[config.mk]
export PLATFORM = sky130hd
export DESIGN_NAME = labft_fault_manager
export DESIGN_NICKNAME = d
export VERILOG_FILES = /design/src/rtl/labft_pkg.sv /design/src/rtl/labft_sat_counter.sv /design/src/rtl/labft_fault_manager.sv
export SDC_FILE = /design/constraint.sdc
export NUM_CORES = 1
export LEC_CHECK = 0
export CORE_UTILIZATION = 50
export CTS_CLUSTER_DIAMETER = 60
export DETAILED_ROUTE_END_ITERATION = 8
export GPL_ROUTABILITY_DRIVEN = 1
export MAX_ROUTING_LAYER = met4
export PLACE_DENSITY = 0.81
export SETUP_SLACK_MARGIN = 0.3
export SYNTH_ARGS = -nofsm -noshare
export SYNTH_HDL_FRONTEND = slang
export SYNTH_SLANG_ARGS = --single-unit
[constraint.sdc]
create_clock -name clk -period 2.2 [get_ports clk]
set_input_delay 0.22 -clock clk [delete_from_list [all_inputs] [get_ports clk]]
set_output_delay 0.22 -clock clk [all_outputs]
set_load 0.05 [all_outputs]
[src/rtl/labft_pkg.sv]
// Shared types and helpers for the LABFT fault manager.
package labft_pkg;

    typedef enum logic [1:0] {
        IDLE   = 2'd0,
        REPLAY = 2'd1,
        WAIT   = 2'd2,
        FAULT  = 2'd3
    } state_e;

    localparam int unsigned RETRY_W = 3;

    // Increment that sticks at maxv; callers zero-extend into 32 bits.
    function automatic logic [31:0] sat_inc(input logic [31:0] v, input logic [31:0] maxv);
        return (v == maxv) ? v : v + 32'd1;
    endfunction

endpackage

[src/rtl/labft_sat_counter.sv]
// Saturating up-counter with synchronous clear; holds at all-ones.
module labft_sat_counter
    import labft_pkg::*;
#(
    parameter int unsigned width = 16
) (
    input  logic             clk,
    input  logic             rst,
    input  logic             inc,
    input  logic             clr,
    output logic [width-1:0] count
);

    logic [width-1:0] count_q;
    logic [width-1:0] count_d;
    logic [width-1:0] inc_val;

    always_comb begin
        inc_val = width'(sat_inc(32'(count_q), 32'({width{1'b1}})));
        count_d = count_q;
        if (clr) begin
            count_d = '0;
        end else if (inc) begin
            count_d = inc_val;
        end
    end

    always_ff @(posedge clk or negedge rst) begin
        if (!rst) begin
            count_q <= '0;
        end else begin
            count_q <= count_d;
        end
    end

    assign count = count_q;

endmodule

[src/rtl/labft_fault_manager.sv]
// Consumes LABFT checker verdicts: accepts tiles, requests replays, raises faults,
// and keeps per-lane error statistics plus a first-fault capture.
module labft_fault_manager
    import labft_pkg::*;
#(
    parameter int unsigned lanes       = 4,
    parameter int unsigned countWidth  = 16,
    parameter int unsigned maxRetries  = 2,
    parameter int unsigned tileIdWidth = 16
) (
    input  logic                        clk,
    input  logic                        rst,
    input  logic                        check_valid,
    input  logic [lanes-1:0]            error,
    output logic                        replay_req,
    output logic [lanes-1:0]            replay_lane_mask,
    input  logic                        replay_ack,
    output logic                        tile_ok,
    output logic                        fault_irq,
    input  logic                        irq_clear,
    output logic [1:0]                  state,
    output logic [tileIdWidth-1:0]      tile_count,
    output logic [lanes*countWidth-1:0] err_count,
    output logic [countWidth-1:0]       recovered_count,
    output logic                        first_fault_valid,
    output logic [tileIdWidth-1:0]      first_fault_tile,
    output logic [lanes-1:0]            first_fault_mask
);

    state_e                 state_q;
    logic [RETRY_W-1:0]     retry_q;
    logic                   replay_req_q;
    logic [lanes-1:0]       mask_q;
    logic                   tile_ok_q;
    logic                   fault_irq_q;
    logic [tileIdWidth-1:0] tile_count_q;
    logic                   ffv_q;
    logic [tileIdWidth-1:0] fft_q;
    logic [lanes-1:0]       ffm_q;

    logic any_err;
    logic stats_en;
    logic capture;
    logic rec_inc;

    assign any_err  = (error != '0);
    assign stats_en = check_valid && (state_q != FAULT);
    assign capture  = stats_en && any_err && !ffv_q;
    assign rec_inc  = check_valid && (state_q == WAIT) && !any_err;

    always_ff @(posedge clk or negedge rst) begin
        if (!rst) begin
            state_q      <= IDLE;
            retry_q      <= '0;
            replay_req_q <= 1'b0;
            mask_q       <= '0;
            tile_ok_q    <= 1'b0;
            fault_irq_q  <= 1'b0;
            tile_count_q <= '0;
        end else begin
            tile_ok_q <= 1'b0;
            case (state_q)
                IDLE: begin
                    if (check_valid) begin
                        if (!any_err) begin
                            tile_ok_q    <= 1'b1;
                            tile_count_q <= tile_count_q + 1'b1;
                        end else begin
                            retry_q      <= RETRY_W'(1);
                            mask_q       <= error;
                            replay_req_q <= 1'b1;
                            state_q      <= REPLAY;
                        end
                    end
                end
                REPLAY: begin
                    if (replay_ack) begin
                        replay_req_q <= 1'b0;
                        mask_q       <= '0;
                        state_q      <= WAIT;
                    end
                end
                WAIT: begin
                    if (check_valid) begin
                        if (!any_err) begin
                            tile_ok_q    <= 1'b1;
                            tile_count_q <= tile_count_q + 1'b1;
                            retry_q      <= '0;
                            state_q      <= IDLE;
                        end else if (retry_q < RETRY_W'(maxRetries)) begin
                            retry_q      <= retry_q + 1'b1;
                            mask_q       <= error;
                            replay_req_q <= 1'b1;
                            state_q      <= REPLAY;
                        end else begin
                            fault_irq_q  <= 1'b1;
                            state_q      <= FAULT;
                        end
                    end
                end
                FAULT: begin
                    if (irq_clear) begin
                        retry_q     <= '0;
                        fault_irq_q <= 1'b0;
                        state_q     <= IDLE;
                    end
                end
                default: state_q <= IDLE;
            endcase
        end
    end

    // Capture data is kept across irq_clear; only the valid flag is cleared.
    always_ff @(posedge clk or negedge rst) begin
        if (!rst) begin
            ffv_q <= 1'b0;
            fft_q <= '0;
            ffm_q <= '0;
        end else begin
            if (capture) begin
                fft_q <= tile_count_q;
                ffm_q <= error;
            end
            if (irq_clear) begin
                ffv_q <= 1'b0;
            end else if (capture) begin
                ffv_q <= 1'b1;
            end
        end
    end

    for (genvar i = 0; i < int'(lanes); i++) begin : g_lane
        labft_sat_counter #(.width(countWidth)) u_err_cnt (
            .clk   (clk),
            .rst   (rst),
            .inc   (stats_en && error[i]),
            .clr   (1'b0),
            .count (err_count[i*countWidth +: countWidth])
        );
    end

    labft_sat_counter #(.width(countWidth)) u_rec_cnt (
        .clk   (clk),
        .rst   (rst),
        .inc   (rec_inc),
        .clr   (1'b0),
        .count (recovered_count)
    );

    assign state             = state_q;
    assign replay_req        = replay_req_q;
    assign replay_lane_mask  = mask_q;
    assign tile_ok           = tile_ok_q;
    assign fault_irq         = fault_irq_q;
    assign tile_count        = tile_count_q;
    assign first_fault_valid = ffv_q;
    assign first_fault_tile  = fft_q;
    assign first_fault_mask  = ffm_q;

endmodule

==> metrics <==
status finished, final reports clean; area leader, netlist dfrtp_1; global-route wire length before repair between 20000 and 25000 um; Seq/Total Area, Yosys between 50% and 60%; die width about 110 um; Final Hold Fails 0; setup_tns 0 ns; clock buffer depth 2; critical path class flip-flop to flip-flop; HP Class input port to flip-flop; n_diodes 0; dominant cells by area after synthesis dfrtp_1, xnor2_1, mux2_2; Final Non-Filler Cells between 800 and 900; final worst-path cycle share between 80% and 90%; Leak around 4.2 nW; Yosys top cell area share 55.7%; Placed Cells ~800; gr busiest metal met2; Synth Warn # 0; initial antenna violation count 0; CTS buffer count 17; Final setup viols 0; Top Ports ~140; RePlAce Congestion roughly 0.90; Via density between 5 and 6; Core ar. between 10000 and 15000 um^2; CTS HTree Levels 4; dpl hpwl between 9000 and 10000 um; Critical R2R Launch g_lane[1].u_err_cnt.count[1]; CTS tree done; gr ovfl total 0; met3 Use GR around 5.9%; CP Launch Type flip-flop; first-pass detailed-route iteration total 6; area grow syn2layout 43.8%; DR vias 4687; ys async rst share 100%; number of remaining DRC errors 0; CP Capture Type flip-flop; met1 Resource Use GR 32.9%; CP max FO 7; reg2reg path depth 6; average routed wire per standard cell about 16 um; Hold Crit Depth 3; Syn Area/Cell between 10 and 15 um^2; Starting Density between 50 and 60%; Synth Instances 517; Nets 710; destination of the worst hold path replay_lane_mask[0]; syn_nets approximately 530; total power divided by cell area ~1100 nW/um^2; Post-synth EDFFs 0; Distinct cells, synth just over 40; WP data arrival 2.22 ns; Hold Crit Start error[0]; Max Fclk 0.523 GHz; reg2reg end g_lane[1].u_err_cnt.count[4]; most frequent cells after synthesis dfrtp_1, nand2_1, xnor2_1; clock-pin transition on the worst setup and hold timing paths 0.06 ns; WP data required about 2.5 ns; actual transition at the worst max-transition pin between 0.5 and 0.6 ns; vias in the first global route 4641; row count 38; root buffer cell clkbuf_16; largest net degree at the start of global routing between 40 and 50; clk sinks between 100 and 150; ANT nets after route 0; RSZ-0062 raised after global routing yes; Setup Skew between 0.007 and 0.008 ns; Design Power a little under 0.009 W; Die H between 100 and 150 um; fin. max-slew vios 0; most frequent cell after synthesis dfrtp_1; drt first-iter violations 228; Primary FF master, synth dfrtp_1; total track usage a little over a quarter; number of synthesized register bits 129; share of layout cells above drive strength 1 23.9%; Syn Std Cell Area about 5800 um^2; number of buffers inserted by port buffering between 100 and 150; Final Critical Period ~1.9 ns; final wirelength around 14000 um; Max-Cap Viols 0; Worst VDD drop ~880 uV; met2 Use GR between 40 and 50%; Rel. slew slack 60.8%; die area approximately 12000 um^2; clk_lat worst skew 0.42 ns; R2R setup slack ~0.29 ns
==> state kept, by name, summed over array words and instances, names as in the netlist <==
name,count
fault_irq,1
first_fault_mask,4
first_fault_tile,16
first_fault_valid,1
g_lane.u_err_cnt.count,64
replay_lane_mask,4
replay_req,1
retry_q,3
state,2
tile_count,16
tile_ok,1
u_rec_cnt.count,16
==> cell type report <==
type	count	area [um^2]
sequential	129	3290
clock inverter	13	116
timing repair buffer	164	1630
inverter	6	22.5
fill	770	2740
clock buffer	19	433
multi-input combinational	376	2670
tap	140	175
==> layout by cell type (no fill, tap or decap), types with 12 or more instances in the layout <==
cell type         n
nand2_1          62
xor2_1           31
nand3_1          29
clkbuf_16        17
nor2_1           35
o21ai_0          12
dlygate4sd2_1    34
nand4_1          30
dlymetal6s2s_1   34
mux2_2           29
buf_4            28
dfrtp_2          46
dfrtp_1          83
clkdlybuf4s50_1  65
and3_1           15
xnor2_1          47
==> per-layer routing <==
layer	share of wire [%]	wire length [um]
met4	1.8	251
met5	0	0
met2	50	6910
met1	43	5950
met3	5.8	807
==> kinds of logic (layout without fill, tap and decap cells) <==
kind of cell / after synthesis / count (layout) / share of synthesized area (%)
flops: 129 / 129 / 55.7
xor+xnor: 78 / 78 / 11.8
buf+inv: 12 / 202 / 0.841
compound gates: 34 / 34 / 3.91
mux: 30 / 30 / 5.83
simple gates: 227 / 227 / 20.5
fa+ha+maj: 7 / 7 / 1.51
==> worst max-delay path, cell delays in order, from the launching register on <==
cell and delay (ns):
dfrtp_2 0.40, ha_4 0.16, nand2_2 0.07, or4_4 0.45, o311a_4 0.36, and4_1 0.22
xor2_1 0.14
==> where the power goes <==
part	switching [W]	internal (W)	leakage [nW]
logic	0.00198	0.00104	2.28
registers	0.000432	0.00278	1.65
clock network	0.00105	0.00155	0.251
==> stage by stage <==
stage               util, %  setup WS, ns  instance area, um^2  hold WS [ns]
floorplan                 -         0.128                 5960       -0.0756
global placement       69.0        -0.216                 7640         0.251
detailed placement     69.0        -0.277                 7640         0.250
CTS                    74.1         0.269                 8210         0.352
global route           75.3         0.222                 8340         0.260
finish                 75.3         0.287                 8340         0.240
==> how the worst max path moves through the flow <==
| stage | start | to | cells after the start |
|---|---|---|---|
| after global routing | g_lane[1].u_err_cnt.count[13] | g_lane[1].u_err_cnt.count[4] | 5 |
| after detailed placement | error[0] | first_fault_tile[11] | 5 |
| final | g_lane[1].u_err_cnt.count[1] | g_lane[1].u_err_cnt.count[4] | 6 |
| after CTS | first_fault_valid | first_fault_valid | 1 |
| after global placement | error[0] | first_fault_tile[4] | 5 |
| after floorplan | g_lane[1].u_err_cnt.count[10] | g_lane[1].u_err_cnt.count[4] | 5 |
==> what timing repair did <==
| action | in CTS | in global routing |
|---|---|---|
| setup endpoints to repair | 68 | 49 |
| hold buffers | 1 | 0 |
| gates cloned | 0 | 0 |
| setup buffers | 4 | 1 |
| gates resized for setup | 38 | 42 |
| pin swaps | 2 | 3 |
| hold endpoints to repair | 42 | 0 |
(Power assumes the default switching activity.)
